==> config.mk <==
export PLATFORM = sky130hd
export DESIGN_NAME = i2c_master_arbiter
export DESIGN_NICKNAME = d
export VERILOG_FILES = /design/src/rtl/i2c_pkg.sv /design/src/rtl/rr_arbiter.sv /design/src/rtl/i2c_master_arbiter.sv
export SDC_FILE = /design/constraint.sdc
export NUM_CORES = 1
export LEC_CHECK = 0
export CORE_AREA = 2 2 79 81
export DETAILED_ROUTE_END_ITERATION = 6
export DIE_AREA = 0 0 81 83
export PLACE_DENSITY = 0.9
export SETUP_SLACK_MARGIN = 0.4
export SLEW_MARGIN = 20
export SYNTH_ARGS = -nofsm -noshare
export SYNTH_HDL_FRONTEND = slang
export SYNTH_SLANG_ARGS = --single-unit
export TNS_END_PERCENT = 10
==> constraint.sdc <==
create_clock -name clk -period 1.8 [get_ports clk]
set_input_delay 0.18 -clock clk [delete_from_list [all_inputs] [get_ports clk]]
set_output_delay 0.18 -clock clk [all_outputs]
set_load 0.01 [all_outputs]
==> src/rtl/i2c_pkg.sv <==
// ---------------------------------------------------------------------------
// i2c_pkg
// Shared definitions for the I2C master arbiter slice:
//   - arbiter FSM state encoding (ST_ARB_IDLE / ST_ARB_ISSUE / ST_ARB_BUSY)
//   - command / data field widths (ADDR_W, NBYTES_W, DATA_W)
//   - clog2 helper used to size index and counter vectors at elaboration
// ---------------------------------------------------------------------------
package i2c_pkg;

  localparam int ADDR_W   = 7;
  localparam int NBYTES_W = 3;
  localparam int DATA_W   = 8;

  typedef enum logic [1:0] {
    ST_ARB_IDLE  = 2'd0,
    ST_ARB_ISSUE = 2'd1,
    ST_ARB_BUSY  = 2'd2
  } arb_state_t;

  // Ceiling log2; returns 0 for values <= 1.
  function automatic int clog2(input int value);
    int result;
    int v;
    result = 0;
    v      = value - 1;
    while (v > 0) begin
      result = result + 1;
      v      = v >> 1;
    end
    return result;
  endfunction

endpackage

==> src/rtl/rr_arbiter.sv <==
// ---------------------------------------------------------------------------
// rr_arbiter
// Purely combinational rotating-priority arbiter. The search for a set
// request bit starts at index ptr and wraps modulo N, so the client at ptr
// has the highest priority and the one just below it the lowest.
//
// Ports:
//   req       in  [N-1:0]      request vector
//   ptr       in  [IDX_W-1:0]  highest-priority index (must be < N)
//   grant     out [N-1:0]      one-hot grant (zero when no request)
//   grant_idx out [IDX_W-1:0]  binary index of the granted request
//   any_req   out              at least one request is set
// ---------------------------------------------------------------------------
module rr_arbiter
  import i2c_pkg::*;
#(
  parameter int N = 4,
  localparam int IDX_W = (clog2(N) < 1) ? 1 : clog2(N)
) (
  input  logic [N-1:0]     req,
  input  logic [IDX_W-1:0] ptr,
  output logic [N-1:0]     grant,
  output logic [IDX_W-1:0] grant_idx,
  output logic             any_req
);

  // cand_idx[i] is the client examined at priority position i.
  logic [IDX_W-1:0] cand_idx [N];
  logic [N-1:0]     cand_req;

  generate
    for (genvar gi = 0; gi < N; gi++) begin : g_rot
      assign cand_idx[gi] = IDX_W'((int'(ptr) + gi) % N);
      assign cand_req[gi] = req[cand_idx[gi]];
    end
  endgenerate

  // Scan from lowest priority up so the last hit (highest priority) wins.
  always_comb begin
    grant_idx = '0;
    any_req   = 1'b0;
    for (int i = N - 1; i >= 0; i--) begin
      if (cand_req[i]) begin
        grant_idx = cand_idx[i];
        any_req   = 1'b1;
      end
    end
    grant = any_req ? (N'(1) << grant_idx) : '0;
  end

endmodule

==> src/rtl/i2c_master_arbiter.sv <==
// ---------------------------------------------------------------------------
// i2c_master_arbiter
// Shares one i2c_master command/data interface between N_REQ clients with
// round-robin arbitration. The winner's command is latched, the start is
// issued to the master, TX/RX streams and completion status are routed to
// the granted client only, and the grant is held until the master reports
// transfer-done.
//
// Optional feature: define I2C_ARB_WATCHDOG_EN to build a BUSY watchdog
// that aborts the master after TIMEOUT_CYCLES cycles without m_done and
// reports the transfer as failed. Without the macro m_abort is tied low.
//
// Ports (client side, client k occupies slice k of each packed bus):
//   clk, rst      clock, asynchronous active-high reset
//   i_req         per-client request (level)
//   i_addr        packed 7-bit addresses
//   i_n_bytes     packed 3-bit byte counts
//   i_is_read     per-client direction (1 = read)
//   o_accept      one-hot pulse: command latched
//   i_tx_valid    per-client TX valid      i_tx_data  packed TX bytes
//   o_tx_ready    TX ready, granted client only
//   o_rx_valid    RX valid, granted client only
//   o_rx_data     RX byte, broadcast       i_rx_ready per-client RX ready
//   o_done        one-hot pulse: transfer finished
//   o_ack_err     qualifies o_done; 1 = NACK or timeout
//   o_busy        arbiter not idle
// Ports (master side):
//   m_start, m_addr, m_n_bytes, m_is_read   command to master
//   m_ready_for_cmd                         master idle
//   m_tx_valid, m_tx_data / m_tx_ready      TX stream
//   m_rx_valid, m_rx_data / m_rx_ready      RX stream
//   m_done, m_ack_err                       completion
//   m_abort                                 1-cycle master reset (watchdog)
// ---------------------------------------------------------------------------
module i2c_master_arbiter
  import i2c_pkg::*;
#(
  parameter int N_REQ          = 4,
  parameter int TIMEOUT_CYCLES = 1000000,
  localparam int IDX_W         = clog2(N_REQ)
) (
  input  logic                      clk,
  input  logic                      rst,
  input  logic [N_REQ-1:0]          i_req,
  input  logic [ADDR_W*N_REQ-1:0]   i_addr,
  input  logic [NBYTES_W*N_REQ-1:0] i_n_bytes,
  input  logic [N_REQ-1:0]          i_is_read,
  output logic [N_REQ-1:0]          o_accept,
  input  logic [N_REQ-1:0]          i_tx_valid,
  input  logic [DATA_W*N_REQ-1:0]   i_tx_data,
  output logic [N_REQ-1:0]          o_tx_ready,
  output logic [N_REQ-1:0]          o_rx_valid,
  output logic [DATA_W-1:0]         o_rx_data,
  input  logic [N_REQ-1:0]          i_rx_ready,
  output logic [N_REQ-1:0]          o_done,
  output logic [N_REQ-1:0]          o_ack_err,
  output logic                      o_busy,
  output logic                      m_start,
  output logic [ADDR_W-1:0]         m_addr,
  output logic [NBYTES_W-1:0]       m_n_bytes,
  output logic                      m_is_read,
  input  logic                      m_ready_for_cmd,
  output logic                      m_tx_valid,
  output logic [DATA_W-1:0]         m_tx_data,
  input  logic                      m_tx_ready,
  input  logic                      m_rx_valid,
  input  logic [DATA_W-1:0]         m_rx_data,
  output logic                      m_rx_ready,
  input  logic                      m_done,
  input  logic                      m_ack_err,
  output logic                      m_abort
);

  arb_state_t state_reg, state_next;

  logic [IDX_W-1:0]    ptr_reg;
  logic [IDX_W-1:0]    g_reg;
  logic [ADDR_W-1:0]   addr_reg;
  logic [NBYTES_W-1:0] nbytes_reg;
  logic                is_read_reg;
  logic [N_REQ-1:0]    accept_reg;
  logic [N_REQ-1:0]    done_reg;
  logic [N_REQ-1:0]    ack_err_reg;

  logic [N_REQ-1:0]    arb_grant;
  logic [IDX_W-1:0]    arb_idx;
  logic                arb_any;

  logic                timeout;
  logic                finish;
  logic                active;

  rr_arbiter #(
    .N (N_REQ)
  ) u_rr (
    .req       (i_req),
    .ptr       (ptr_reg),
    .grant     (arb_grant),
    .grant_idx (arb_idx),
    .any_req   (arb_any)
  );

`ifdef I2C_ARB_WATCHDOG_EN
  localparam int WD_W = clog2(TIMEOUT_CYCLES + 1);

  logic [WD_W-1:0] wd_cnt_reg;
  logic            abort_reg;

  // Counter holds the number of BUSY cycles already spent; it is zero in
  // the first BUSY cycle, so the timeout fires in the cycle where the count
  // would reach TIMEOUT_CYCLES. m_done in that cycle wins.
  assign timeout = (state_reg == ST_ARB_BUSY) && !m_done &&
                   (wd_cnt_reg == WD_W'(TIMEOUT_CYCLES - 1));

  always_ff @(posedge clk or posedge rst) begin
    if (rst) begin
      wd_cnt_reg <= '0;
      abort_reg  <= 1'b0;
    end else begin
      abort_reg <= timeout;
      if (state_reg != ST_ARB_BUSY) begin
        wd_cnt_reg <= '0;
      end else begin
        wd_cnt_reg <= wd_cnt_reg + 1'b1;
      end
    end
  end

  assign m_abort = abort_reg;
`else
  assign timeout = 1'b0;
  assign m_abort = 1'b0;
`endif

  assign finish = (state_reg == ST_ARB_BUSY) && (m_done || timeout);

  // State register
  always_ff @(posedge clk or posedge rst) begin
    if (rst) begin
      state_reg <= ST_ARB_IDLE;
    end else begin
      state_reg <= state_next;
    end
  end

  // Next-state logic
  always_comb begin
    state_next = state_reg;
    case (state_reg)
      ST_ARB_IDLE:  if (arb_any) state_next = ST_ARB_ISSUE;
      ST_ARB_ISSUE: if (m_ready_for_cmd) state_next = ST_ARB_BUSY;
      ST_ARB_BUSY:  if (m_done || timeout) state_next = ST_ARB_IDLE;
      default:      state_next = ST_ARB_IDLE;
    endcase
  end

  // Latched command, grant, pointer and the registered client pulses.
  always_ff @(posedge clk or posedge rst) begin
    if (rst) begin
      ptr_reg     <= '0;
      g_reg       <= '0;
      addr_reg    <= '0;
      nbytes_reg  <= '0;
      is_read_reg <= 1'b0;
      accept_reg  <= '0;
      done_reg    <= '0;
      ack_err_reg <= '0;
    end else begin
      accept_reg  <= '0;
      done_reg    <= '0;
      ack_err_reg <= '0;
      if (state_reg == ST_ARB_IDLE && arb_any) begin
        g_reg       <= arb_idx;
        accept_reg  <= arb_grant;
        addr_reg    <= i_addr[int'(arb_idx)*ADDR_W +: ADDR_W];
        nbytes_reg  <= i_n_bytes[int'(arb_idx)*NBYTES_W +: NBYTES_W];
        is_read_reg <= i_is_read[arb_idx];
      end
      if (finish) begin
        done_reg <= N_REQ'(1) << g_reg;
        // A timeout always reports an error; otherwise the master's status.
        ack_err_reg <= (m_done && !m_ack_err) ? '0 : (N_REQ'(1) << g_reg);
        ptr_reg <= (int'(g_reg) == N_REQ - 1) ? '0 : g_reg + 1'b1;
      end
    end
  end

  assign o_accept  = accept_reg;
  assign o_done    = done_reg;
  assign o_ack_err = ack_err_reg;
  assign m_addr    = addr_reg;
  assign m_n_bytes = nbytes_reg;
  assign m_is_read = is_read_reg;

  // Output logic: start strobe and stream routing to the granted client.
  always_comb begin
    active     = (state_reg != ST_ARB_IDLE);
    o_busy     = active;
    m_start    = (state_reg == ST_ARB_ISSUE) && m_ready_for_cmd;
    m_tx_valid = 1'b0;
    m_tx_data  = '0;
    m_rx_ready = 1'b0;
    o_rx_data  = '0;
    o_tx_ready = '0;
    o_rx_valid = '0;
    if (active) begin
      m_tx_valid        = i_tx_valid[g_reg];
      m_tx_data         = i_tx_data[int'(g_reg)*DATA_W +: DATA_W];
      m_rx_ready        = i_rx_ready[g_reg];
      o_rx_data         = m_rx_data;
      o_tx_ready[g_reg] = m_tx_ready;
      o_rx_valid[g_reg] = m_rx_valid;
    end
  end

endmodule
==> results.txt <==
status: completed
Final Wtd Congestion: 0.805
Gate Count Post-Synth: 176
multi-input logic area: 1190 um^2
Worst-path clk slew: 0.06 ns
total track usage: 19.8%
Cell variety after synth: 30
CP top delay family: multiplexers
clk_lat worst skew: 0.27 ns
Net Sw Frac: 36.9%
Max VDD drop: 0.000684 V
Post-synth ARST share: 100%
commonest non-fill, non-tap cell in the layout: clkdlybuf4s50_1
Area Overhead vs Synth: 108%
Sequential Area: 728 um^2
CTS sink count: 29
largest net degree at the start of global routing: 30
Die Span Y: 83 um
clock power share: 10.0%
Critical Path RT: 1.62 ns
Starting Density: 32.4%
skew final: 0.00522 ns
critical-path cell list: buf_12 > mux4_2 > and2_1 > buf_2
initial antenna violation count: 0
Crit-path slowest cell: mux4_2
Worst Reg-to-Reg Cells: 6
WP depth: 4
number of global-route vias before repair: 2158
Mean Syn Cell Area: 10.7 um^2
CTS root buf: clkbuf_8
Placeable Area: 5820 um^2
post-route ant nets: 0
M1 WL: 2200 um
Setup violations, final: 0
hold buffers post-CTS: 0
Reg2Reg Setup Slack: 0.09 ns
wire length of the first global-routing pass: 10200 um
Max clock buf depth: 2
DRT Pass-1 Iters: 4
# DRC: 0
WL final: 6700 um
site row count: 28
port bufs: 153
crit-path max cell delay: 0.48 ns
n_diodes: 0
post-layout min period: 1.77 ns
Fillers: 461
DR WL met2: 3760 um
synthesized flop and latch total: 29
num ports: 155
cell area after synthesis: 1890 um^2
met3 wire len: 657 um
crit path buf inv count: 2
sequential fraction of design power: 20.4%
most frequent cells in the layout: clkdlybuf4s50_1, dfrtp_1, buf_6
Max Fanout on Critical Path: 7
synth warn: 0
gr ovfl total: 0
Top Metal Used: met4
H-tree depth: 2
Place WS: -0.117 ns
Comb power frac: 69.6%
Worst setup SP type: flip-flop
Pleak: 1.79 nW
die extent in x: 81 um
Setup CP Type: flip-flop to output pin
Final period util: 98.4%
Total Nets Final: 455
CTS tree: yes
Post-synth EDFFs: 0
max reg flops: 7
Slew Viols, Final: 0
total CTS buffers: 5
Vias/cell: 4.81
CP Data Arrival Time: 1.59 ns
Primary FF master, synth: dfrtp_1
Die ar.: 6720 um^2
highest clock rate: 564 MHz
initial DRC count: 32
internal power: 0.00321 W
Power, Total: 0.00508 W
Net Switching: 0.00187 W
unrepaired setup endpoints after global routing: yes
Worst Setup End Kind: output pin
layout cells sized above 1: 31.2%
hold violation count in the final report: 0
Seq/Total Area, Yosys: 38.5%
Max Cap Viol: 0
setup ws final: 0.0283 ns
vias: 2040
DP HPWL: 5170 um
HP Class: primary input to asynchronous set/reset pin
Post-Syn Nets: 283
PwrDens: 1300 nW/um^2
routed len/inst: 15.8 um
## Yosys cell counts (3+ instances only)
| cell | n | area [um^2] |
|---|---|---|
| clkbuf_1 | 4 | 15.0 |
| ha_1 | 4 | 50.1 |
| inv_1 | 8 | 30.0 |
| and2_1 | 22 | 138 |
| nand2_1 | 17 | 63.8 |
| nor2_1 | 10 | 37.5 |
| a21oi_1 | 3 | 15.0 |
| dfrtp_1 | 29 | 726 |
| and3_1 | 12 | 75.1 |
| mux2i_1 | 22 | 220 |
| mux4_2 | 10 | 225 |
| o221ai_1 | 11 | 96.3 |
## area by class of cell
| class | instances | area share, % |
|---|---|---|
| inverters | 8 | 0.926 |
| well taps | 75 | 2.39 |
| repair inverters | 1 | 0.192 |
| clock buffers | 6 | 1.85 |
| flip-flops and latches | 29 | 18.6 |
| repair buffers | 176 | 45.5 |
| multi-input cells | 127 | 30.3 |
| clock inverters | 2 | 0.255 |
## what timing repair did
action                                 CTS  global route
buffers inserted                         8             0
pin swaps                                4            33
endpoints found under the hold margin    0             0
setup endpoints to repair               45            58
cloned                                   1             0
resized for setup                       83           112
## kinds of logic after synthesis
family,after synthesis,share of synthesized area (%)
AND/OR/NAND/NOR,67,18.8
multiplexers,33,24.2
flip-flops,29,38.5
AO/OA/AOI/OAI,22,8.82
buffers and inverters,20,6.83
adder cells (fa/ha/maj),4,2.65
other,1,0.199
## power by group through the flow
stage	combinational (W)	clock, W	sequential (W)
2_1_floorplan	0.00148	0	0.00111
3_3_place_gp	0.00296	0	0.00101
3_5_place_dp	0.00303	0	0.00102
4_1_cts	0.00314	0.000520	0.00102
5_1_grt	0.00381	0.000549	0.00107
6_report	0.00353	0.000506	0.00104
## worst paths after layout
check	from	to
max in group asynchronous	rst	g_reg[0]
hold / removal	rst	o_done[0]
hold reg to reg	m_n_bytes[1]	m_n_bytes[1]
setup / recovery	g_reg[0]	m_tx_data[2]
min in group clk	m_n_bytes[1]	m_n_bytes[1]
setup reg to reg	ptr_reg[1]	m_n_bytes[1]
## stage by stage
step | TNS, ns | util, % | hold slack, ns | area [um^2] | std cells
2_1_floorplan | 0 | - | 0.258 | 1900 | 176
3_3_place_gp | -0.757 | 61.3 | 0.470 | 3570 | 407
3_5_place_dp | -2.16 | 61.3 | 0.473 | 3570 | 407
4_1_cts | 0 | 63.5 | 0.281 | 3690 | 424
5_1_grt | -0.0873 | 67.4 | 0.343 | 3920 | 424
6_report | 0 | 67.4 | 0.281 | 3920 | 424
## worst reg2reg max path, cell delays in order (launching register included)
cell      delay [ns]
dfrtp_2         0.44
a21o_1          0.20
a21oi_2         0.14
o22a_1          0.18
buf_12          0.21
mux2i_4         0.27
o221ai_1        0.14
## routing by layer
| layer | vias to the layer above | track usage [%] |
|---|---|---|
| met2 | 106 | 38.1 |
| li1 | 972 | - |
| met5 | - | 0 |
| met4 | 0 | 5.08 |
| met1 | 954 | 19.7 |
| met3 | 8 | 6.63 |
No activity file was read; power rests on OpenSTA's default activity.
